`src/rtl/rx_fifo.sv`:
```
`default_nettype none
// ============================================================================
// Module   : rx_fifo
// Brief    : Receive-side byte buffer between the receiver's byte-ready
//            strobe and the host read interface. Single-clock FIFO with
//            show-ahead read data, occupancy count and a sticky overrun
//            flag that records bytes dropped while the buffer is full.
// Revision : 1.0 - initial release
// ============================================================================
module rx_fifo #(
    parameter int DEPTH     = 8,   // number of byte entries, power of two, >= 2
    parameter int ADDR_BITS = 3    // log2(DEPTH)
) (
    input  logic                 clk,
    input  logic                 n_rst,
    input  logic                 write_enable,
    input  logic [7:0]           write_data,
    input  logic                 read_enable,
    input  logic                 clear_overrun,
    output logic [7:0]           read_data,
    output logic                 fifo_empty,
    output logic                 fifo_full,
    output logic [ADDR_BITS:0]   fifo_count,
    output logic                 overrun
);

    localparam logic [ADDR_BITS:0]   c_FULL_COUNT = (ADDR_BITS+1)'(DEPTH);
    localparam logic [ADDR_BITS:0]   c_CNT_ONE    = (ADDR_BITS+1)'(1);
    localparam logic [ADDR_BITS-1:0] c_PTR_ONE    = ADDR_BITS'(1);

    logic [7:0]           r_mem [DEPTH];
    logic [ADDR_BITS-1:0] r_wptr;
    logic [ADDR_BITS-1:0] r_rptr;
    logic [ADDR_BITS:0]   r_count;
    logic                 r_overrun;

    logic                 w_empty;
    logic                 w_full;
    logic                 w_wr_accept;
    logic                 w_rd_accept;
    logic                 w_drop;

    // Flags come from the registered count, so they follow an operation by one edge
    assign w_empty = (r_count == '0);
    assign w_full  = (r_count == c_FULL_COUNT);

    // A write into a full buffer is still accepted when the head is popped in
    // the same cycle; a read of an empty buffer is silently ignored
    assign w_wr_accept = write_enable & (~w_full | read_enable);
    assign w_rd_accept = read_enable & ~w_empty;
    assign w_drop      = write_enable & w_full & ~read_enable;

    // Storage array; contents are not reset since pointers define validity
    always_ff @(posedge clk) begin
        if (w_wr_accept) begin
            r_mem[r_wptr] <= write_data;
        end
    end

    // Write pointer advances with natural modulo-DEPTH wrap
    always_ff @(posedge clk or negedge n_rst) begin
        if (!n_rst) begin
            r_wptr <= '0;
        end else if (w_wr_accept) begin
            r_wptr <= r_wptr + c_PTR_ONE;
        end
    end

    // Read pointer advances only when a byte actually leaves
    always_ff @(posedge clk or negedge n_rst) begin
        if (!n_rst) begin
            r_rptr <= '0;
        end else if (w_rd_accept) begin
            r_rptr <= r_rptr + c_PTR_ONE;
        end
    end

    // Occupancy: push-only increments, pop-only decrements, both or neither hold
    always_ff @(posedge clk or negedge n_rst) begin
        if (!n_rst) begin
            r_count <= '0;
        end else begin
            case ({w_wr_accept, w_rd_accept})
                2'b10:   r_count <= r_count + c_CNT_ONE;
                2'b01:   r_count <= r_count - c_CNT_ONE;
                default: r_count <= r_count;
            endcase
        end
    end

    // Sticky overrun; a new drop in the same cycle as a clear keeps it set
    always_ff @(posedge clk or negedge n_rst) begin
        if (!n_rst) begin
            r_overrun <= 1'b0;
        end else if (w_drop) begin
            r_overrun <= 1'b1;
        end else if (clear_overrun) begin
            r_overrun <= 1'b0;
        end
    end

    // Show-ahead head byte, forced to zero while nothing is buffered
    assign read_data  = w_empty ? 8'h00 : r_mem[r_rptr];
    assign fifo_empty = w_empty;
    assign fifo_full  = w_full;
    assign fifo_count = r_count;
    assign overrun    = r_overrun;

endmodule
`default_nettype wire

```
`config.mk`:
```
export PLATFORM = sky130hd
export DESIGN_NAME = rx_fifo
export DESIGN_NICKNAME = d
export VERILOG_FILES = /design/src/rtl/rx_fifo.sv
export SDC_FILE = /design/constraint.sdc
export NUM_CORES = 1
export LEC_CHECK = 0
export ABC_AREA = 1
export ABC_CLOCK_PERIOD_IN_PS = 2200
export CAP_MARGIN = 20
export CORE_MARGIN = 3
export CORE_UTILIZATION = 55
export DETAILED_ROUTE_END_ITERATION = 16
export HOLD_SLACK_MARGIN = 0.1
export PLACE_DENSITY = 0.81
export SLEW_MARGIN = 10
export SYNTH_ARGS = -nofsm -noshare
export SYNTH_HDL_FRONTEND = slang
export SYNTH_SLANG_ARGS = --single-unit
```
`constraint.sdc`:
```
create_clock -name clk -period 2.2 [get_ports clk]
set_input_delay 0.22 -clock clk [delete_from_list [all_inputs] [get_ports clk]]
set_output_delay 0.22 -clock clk [all_outputs]
set_load 0.05 [all_outputs]
```
==> impl_summary.md, run 1 <==
Setup path
The buffers plus inverters on the worst setup path is 2. Broken down by cell family, the worst path's largest delay share belongs to flip-flops. STA classifies the critical path startpoint as a flop. The worst path required time is 1980 ps. The worst setup path is of the reg -> out kind. Counting cells, the worst reg-to-reg path comes to 12. The maximum single-stage delay on the critical path is 440 ps.

The slack of the worst reg-to-reg path is 250 ps. The worst path arrival time is 1840 ps. The critical path goes through buf_12, o21ai_0, o22ai_1, nor2_1, nor2_1, buf_12. The reg-to-reg critical path startpoint is fifo_count[1]$_DFFE_PN0P_. The maximum fanout count along the critical path is 33.

The slowest cell on the critical path is dfrtp_1. The endpoint identified for the worst register-to-register timing path is fifo_count[2]$_DFFE_PN0P_. The capturing element type of the critical path is an output pin.

Detailed routing
The remaining antenna violation count is 0. The routed wire length is 6350 µm. In the routed layout, each cell is associated on average with a via count of 5.38. Summing over every cut layer, the via total after detailed routing is 2129. The final routed wire length divided by cell count is 16.0 µm. For this run, design rule violations remaining after detail routing come to 0. The DRC marker count from the first detailed-route iteration is 249. The iteration count of the initial detailed-routing pass is 4.

Timing
The count of endpoints failing hold in the final timing report is 0. Based on the critical path, the design can be clocked at up to 484 MHz. The period utilization is 0.938.

The minimum period implied by the final worst setup slack is 2060 ps. Adding up every negative setup slack in the final design gives 0 ps. At the pin with the least slew margin, the transition time is 667 ps.

Setup repair after global routing left no endpoint under its margin. For the final database, setup skew stands at 11.2 ps. The number of failing setup endpoints in the final timing report is 0.

The count of pins over their slew limit is 0. The worst pin sits at a relative slew slack of 0.555. Across all setup checks in the final design, the least slack found is 136 ps.

Power and ir drop
IR analysis of the VDD net gives a maximum drop of 1.11 mV. Dividing total power by cell area gives a power density of 1560 nW/µm². The leakage power summed over all cells is 1.49 nW.

Floorplan
The die covers 6720 µm². The area of the placeable core is 5540 µm². After floorplanning, the core was divided into 27 placement rows. Measured along the x axis, the die boundary spans 82.0 µm. The initial utilization of the core area, before any placement, comes to 0.573. The I/O pin count is 28. The vertical die dimension is 82.0 µm.

Yosys
The post-synthesis net count is 294. Yosys attributes the largest share of cell area to edfxtp_1 (61%), dfrtp_1 (8.7%), nor2_1 (8.0%). The most area-hungry cell type in the Yosys netlist is edfxtp_1. After synthesis, the mean cell area works out to 11.5 µm². Of the synthesized area, sequential elements account for 0.692. Synthesis produced 276 cells. The post-synthesis async set-or-reset flop share is 0.147. Synthesis inferred 75 register bits. The number of library cell types mapped by synthesis is 27. The synthesized design contains 64 enable-type register cells.

The netlist area before placement is 3170 µm². The share of synthesized area in the top cell type comes to 0.605. Among all flip-flop cells after synthesis, the most frequent one is edfxtp_1. For this run, the number of Yosys warnings is 0.

Clock tree
The post-CTS setup buffer count is 0. TritonCTS built the clock tree. The tree built by TritonCTS fans out to 75 sinks. Gates resized during post-CTS repair numbered 1. The H-tree generated during clock tree synthesis spans 3 levels. The number of buffers added to fix hold violations after cts is 0. The tree is rooted in a clkbuf_8. After clock tree synthesis, the clock-pin slew on the worst setup and hold paths is 70 ps.

The clock network latency to the later pin of the worst-skew pair is 350 ps. Buffers inserted during clock tree synthesis total 9. The number of buffers on the longest clock path is 2.

Hold path
The worst hold path class is in -> async.

Global route
The global-route wire length before repair is 10200 µm. The global route total overflow is 0. For this run, the total global-route usage over all layers was measured as 0.216. The number of global-route vias before repair is 2063. Entering global routing, the biggest net connects 34 pins. The number of antenna violations at the first check in global routing was 0.

Job
The tool flagged a number of max-cap violations equal to 0.

Cells and area
The count of inserted antenna diode cells is 0. The area used by multi-input combinational logic is 860 µm². The library cells used most frequently in the layout, excluding fill and tap cells, are nor2_1 (68), edfxtp_1 (64), nand2_1 (29). The commonest non-fill, non-tap cell in the layout is nor2_1. The post-synthesis to final-layout area growth is 21.9%. The number of nets in the finished design is 338. The register area is 2200 µm².

The proportion of layout cells with a drive suffix above 1 is 0.154. The number of inserted filler cells in the final layout is 410.

Place
The final weighted congestion in routability-driven placement is 0.792. The post-DP HPWL is 4140 µm. The worst-case setup slack after placement is 87.7 ps. The port buffer count is 27.

Outcome
The run finished with clean final reports.
==> cell type report <==
| cell class | count | share of cell area |
|---|---|---|
| clock buffer | 9 | 0.0320 |
| clock inverter | 6 | 0.0230 |
| inverter | 17 | 0.0171 |
| multi-input combinational | 174 | 0.222 |
| sequential | 75 | 0.568 |
| tap | 72 | 0.0233 |
| timing repair buffer | 43 | 0.114 |
==> flip-flops by register name, summed over array words and instances, names as in the netlist <==
| name | flops |
|---|---|
| r_rptr | 3 |
| fifo_count | 4 |
| r_mem | 64 |
| r_wptr | 3 |
| overrun | 1 |
==> layer usage <==
layer	global-route usage	share of wire
met5	0	0
met4	0.0781	0.0071
met3	0.0625	0.075
met2	0.359	0.51
met1	0.268	0.40
==> worst reg2reg max path, delay by kind of cell (launching register included) <==
family	cells	cell delay [ps]
adders and majority gates	2	370
DFF	1	450
and+or+nand+nor	6	750
AOI/OAI and AO/OA	2	170
buffers and inverters	2	150
==> cell usage after synthesis, drive strengths merged (2+ instances only) <==
master / number
buf: 9
dfrtp: 11
edfxtp: 64
ha: 5
inv: 17
nand2: 31
nand3: 5
nor2: 69
o211ai: 8
o21ai: 37
o22ai: 8
or2: 2
xnor2: 2
xor2: 3
==> kinds of logic after synthesis <==
kind of cell | synth area share
buffers and inverters | 0.0390
AOI/OAI and AO/OA | 0.0966
adders and majority gates | 0.0197
and+or+nand+nor | 0.139
DFF | 0.692
xor gates and xnor gates | 0.0138
==> how the worst max path moves through the flow <==
stage / from / end / slack, ps / depth (start not counted)
after floorplan: fifo_count[0]$_DFFE_PN0P_ / fifo_count[2]$_DFFE_PN0P_ / 10 / 12
after global placement: read_enable / fifo_count[2]$_DFFE_PN0P_ / 150 / 12
after detailed placement: read_enable / fifo_count[2]$_DFFE_PN0P_ / 90 / 12
after CTS: r_rptr[0]$_DFFE_PN0P_ / read_data[6] / 90 / 7
after global routing: r_rptr[0]$_DFFE_PN0P_ / read_data[2] / 4 / 6
final: r_rptr[0]$_DFFE_PN0P_ / read_data[2] / 140 / 6
==> through the flow <==
| step | std cells | total power [W] | hold slack [ps] | util | instance area (µm²) |
|---|---|---|---|---|---|
| after floorplan | 276 | 0.00382 | -75.6 | - | 3180 |
| after global placement | 381 | 0.00488 | 509 | 0.660 | 3650 |
| after detailed placement | 381 | 0.00494 | 521 | 0.660 | 3650 |
| after CTS | 396 | 0.00608 | 217 | 0.698 | 3870 |
| after global routing | 396 | 0.00643 | 235 | 0.698 | 3870 |
| final | 396 | 0.00604 | 226 | 0.698 | 3870 |
==> power by group <==
| part | leakage [nW] | switching [W] | internal [W] |
|---|---|---|---|
| Clock | 0.104 | 0.000494 | 0.000636 |
| Combinational | 0.673 | 0.00182 | 0.00110 |
| Sequential | 0.713 | 0.000197 | 0.00179 |
(Power assumes the default switching activity.)
==> run 2, diff against run 1 <==
--- a/config.mk
+++ b/config.mk
@@ -6,14 +6,13 @@
 export NUM_CORES = 1
 export LEC_CHECK = 0
 export ABC_AREA = 1
-export ABC_CLOCK_PERIOD_IN_PS = 2200
 export CAP_MARGIN = 20
 export CORE_MARGIN = 3
 export CORE_UTILIZATION = 55
 export DETAILED_ROUTE_END_ITERATION = 16
 export HOLD_SLACK_MARGIN = 0.1
-export PLACE_DENSITY = 0.81
-export SLEW_MARGIN = 10
+export PLACE_DENSITY = 0.83
+export SLEW_MARGIN = 25
 export SYNTH_ARGS = -nofsm -noshare
 export SYNTH_HDL_FRONTEND = slang
 export SYNTH_SLANG_ARGS = --single-unit
==> impl_summary.md, run 2 (synthesized netlist as in run 1, its figures left out) <==
Hold path
The worst hold path class is in -> async (unchanged).

Power and ir drop
The internal power consumption was 0.00349 W (was 0.00353 W). The switching component of the power is 0.00254 W (was 0.00251 W). The total chip power is 0.00603 W (was 0.00604 W).

The worst ir drop on vdd is 1.14 mV (was 1.11 mV). The power per unit of standard cell area is 1540 nW/µm² (was 1560 nW/µm²). The combinational cell fraction of total power came to 0.498 (was 0.483). The clock group share of total power is 0.167 (was 0.187). The proportion of total power due to net switching was 0.421 (was 0.416). The leakage power summed over all cells came to 1.52 nW (was 1.49 nW).

The relative contribution of sequential cells to total power is 0.335 (was 0.329).

Timing
The transition at the pin with the smallest max-transition slack came to 665 ps (was 667 ps). The highest clock rate is 498 MHz (was 484 MHz). The count of endpoints failing hold in the final timing report is 0 (unchanged). The number of failing setup endpoints in the final timing report is 0 (unchanged). The period utilization came to 0.912 (was 0.938).

The sum of negative setup slack is 0 ps (unchanged). The setup clock skew after layout is 9.46 ps (was 11.2 ps). The worst setup margin is 194 ps (was 136 ps). The worst slew slack as a fraction of its limit was 0.557 (was 0.555). Setup repair after global routing missed its margin: false (unchanged). The minimum period implied by the final worst setup slack was 2010 ps (was 2060 ps). The count of pins over their slew limit is 0 (unchanged).

Setup path
The launching element type of the critical path is a flop (unchanged). The maximum fanout count along the critical path is 33 (unchanged). The logic depth of the worst register-to-register path was 12 (unchanged). The slack of the worst reg-to-reg path is 240 ps (was 250 ps).

The capturing element type of the critical path is an output pin (unchanged). The worst path required time is 1980 ps (about the same). The reg-to-reg critical path startpoint is fifo_count[1]$_DFFE_PN0P_ (unchanged).

The destination of the worst register-to-register timing path is fifo_count[2]$_DFFE_PN0P_ (unchanged). The worst path arrival time came to 1790 ps (was 1840 ps). The class of the most critical setup path is reg -> out (unchanged).

Cells and area
The post-route cell area is 3920 µm² (was 3870 µm²). Most frequent cells in the layout: nor2_1 (68), edfxtp_1 (64), nand2_1 (29) (unchanged). The register with the highest flop count is r_mem (unchanged). The number of inserted filler cells in the final layout was 364 (was 410).

The number of nets in the finished design is 345 (was 338). The flip-flop count of the largest register, all copies and words added is 64 (unchanged). The commonest non-fill, non-tap cell in the layout is nor2_1 (unchanged). The area used by multi-input combinational logic is 860 µm² (unchanged). The proportion of layout cells with a drive suffix above 1 was 0.181 (was 0.154). The register area is 2200 µm² (about the same). The count of inserted antenna diode cells is 0 (unchanged). The number of cells in the finished layout apart from fillers is 404 (was 396). The post-synthesis to final-layout area growth came to 23.3% (was 21.9%).

Clock tree
The clock network latency to the later pin of the worst-skew pair is 350 ps (about the same). The CTS tree was built (unchanged). The cell at the root of the clock tree was clkbuf_8 (unchanged). The clock sink count came to 75 (unchanged). The clock transition at the registers of the reported paths was 70 ps (about the same).

The number of buffers added to fix hold violations after cts is 0 (unchanged). The number of buffers on the longest clock path is 2 (unchanged). The number of buffers created by CTS is 9 (unchanged). The H-tree depth reported by CTS is 3 (unchanged).

Global route
The maximum number of pins on one net before global-route repair was 34 (unchanged). The global-route usage over all layers is 0.221 (was 0.216). The global route total overflow was 0 (unchanged).

The global-route wire length before repair is 10700 µm (was 10200 µm). The number of antenna violations at the first check in global routing came to 0 (unchanged). The number of global-route vias before repair is 2243 (was 2063).

Floorplan
The I/O pin count was 28 (unchanged). The die footprint is 6720 µm² (unchanged). The starting density of the core was 0.573 (unchanged). The area of the placeable core is 5540 µm² (unchanged). The x dimension of the die is 82.0 µm (unchanged). The vertical die dimension is 82.0 µm (unchanged). The number of cell rows is 27 (unchanged).

Detailed routing
The DRC violation count after routing is 0 (unchanged). The routed wire length is 6510 µm (was 6350 µm). The final routed wire length divided by cell count is 16.1 µm (was 16.0 µm).

The remaining antenna violation count came to 0 (unchanged). The total via count after detailed routing is 2234 (was 2129). The detail-routed via count per cell is 5.53 (was 5.38).

The iteration count of the initial detailed-routing pass came to 4 (unchanged). The DRC marker count from the first detailed-route iteration came to 178 (was 249).

Place
The post-DP HPWL is 4300 µm (was 4140 µm). The port buffer count is 27 (unchanged). The worst-case setup slack after placement is 66.3 ps (was 87.7 ps). The total cell area at the placement stage is 3680 µm² (was 3650 µm²). The final weighted congestion in routability-driven placement is 0.867 (was 0.792).

The post-placement cell count came to 385 (was 381).

Job
The count of max-cap constraint violations is 0 (unchanged).

Outcome
Status: finished clean (unchanged).
run 2: power groups by stage:
stage / sequential, W / combinational [W] / clock [W]
2_1_floorplan: 0.00209 / 0.00173 / 0
3_3_place_gp: 0.00206 / 0.00282 / 0
3_5_place_dp: 0.00207 / 0.00288 / 0
4_1_cts: 0.00205 / 0.00291 / 0.00103
5_1_grt: 0.00205 / 0.00325 / 0.00109
6_report: 0.00202 / 0.00300 / 0.00101
run 2: per-stage QoR:
stage          hold slack [ps]   util
6_report                   217  0.707
3_5_place_dp               522  0.665
5_1_grt                    249  0.707
2_1_floorplan            -75.6      -
3_3_place_gp               510  0.665
4_1_cts                    213  0.700
run 2: final cells by class:
cell class	instances	share of cell area
sequential	75	0.562
multi-input combinational	174	0.220
timing repair buffer	50	0.130
clock buffer	9	0.0316
tap	72	0.0230
clock inverter	7	0.0173
inverter	17	0.0163
run 2: routing by layer:
layer	wire length (µm)	vias up	track usage
met2	3350	73	0.368
met3	351	16	0.0439
met1	2660	1086	0.274
met4	147	0	0.113
li1	-	1059	-
met5	0	-	0
run 2: worst max-delay path by stage:
| stage | from | to | slack, ps | cells past startpoint |
|---|---|---|---|---|
| after floorplan | fifo_count[0]$_DFFE_PN0P_ | fifo_count[2]$_DFFE_PN0P_ | 10 | 12 |
| after global placement | read_enable | fifo_count[2]$_DFFE_PN0P_ | 140 | 12 |
| after detailed placement | read_enable | fifo_count[2]$_DFFE_PN0P_ | 70 | 12 |
| after CTS | r_rptr[0]$_DFFE_PN0P_ | read_data[4] | 3 | 6 |
| after global routing | fifo_count[1]$_DFFE_PN0P_ | fifo_count[2]$_DFFE_PN0P_ | 50 | 12 |
| final | r_rptr[0]$_DFFE_PN0P_ | read_data[4] | 190 | 7 |
run 2: worst max-delay path: stages, from the launching register on:
cell	delay [ps]
dfrtp_2	450
inv_2	80
buf_12	190
nor2_1	60
o22ai_1	170
nor2_1	60
nor2_1	240
buf_12	170
run 2: repair_timing:
| item | 4_1_cts | 5_1_grt |
|---|---|---|
| gates resized for setup | 2 | 1 |
| buffers inserted | 0 | 3 |
| endpoints found under the setup margin | 7 | 8 |
==> run 3, diff against run 2 <==
--- a/config.mk
+++ b/config.mk
@@ -10,9 +10,7 @@
 export CORE_MARGIN = 3
 export CORE_UTILIZATION = 55
 export DETAILED_ROUTE_END_ITERATION = 16
-export HOLD_SLACK_MARGIN = 0.1
 export PLACE_DENSITY = 0.83
-export SLEW_MARGIN = 25
 export SYNTH_ARGS = -nofsm -noshare
 export SYNTH_HDL_FRONTEND = slang
 export SYNTH_SLANG_ARGS = --single-unit
==> results of run 3 <==
Final layout, timing and power as in run 2 (identical DEF).
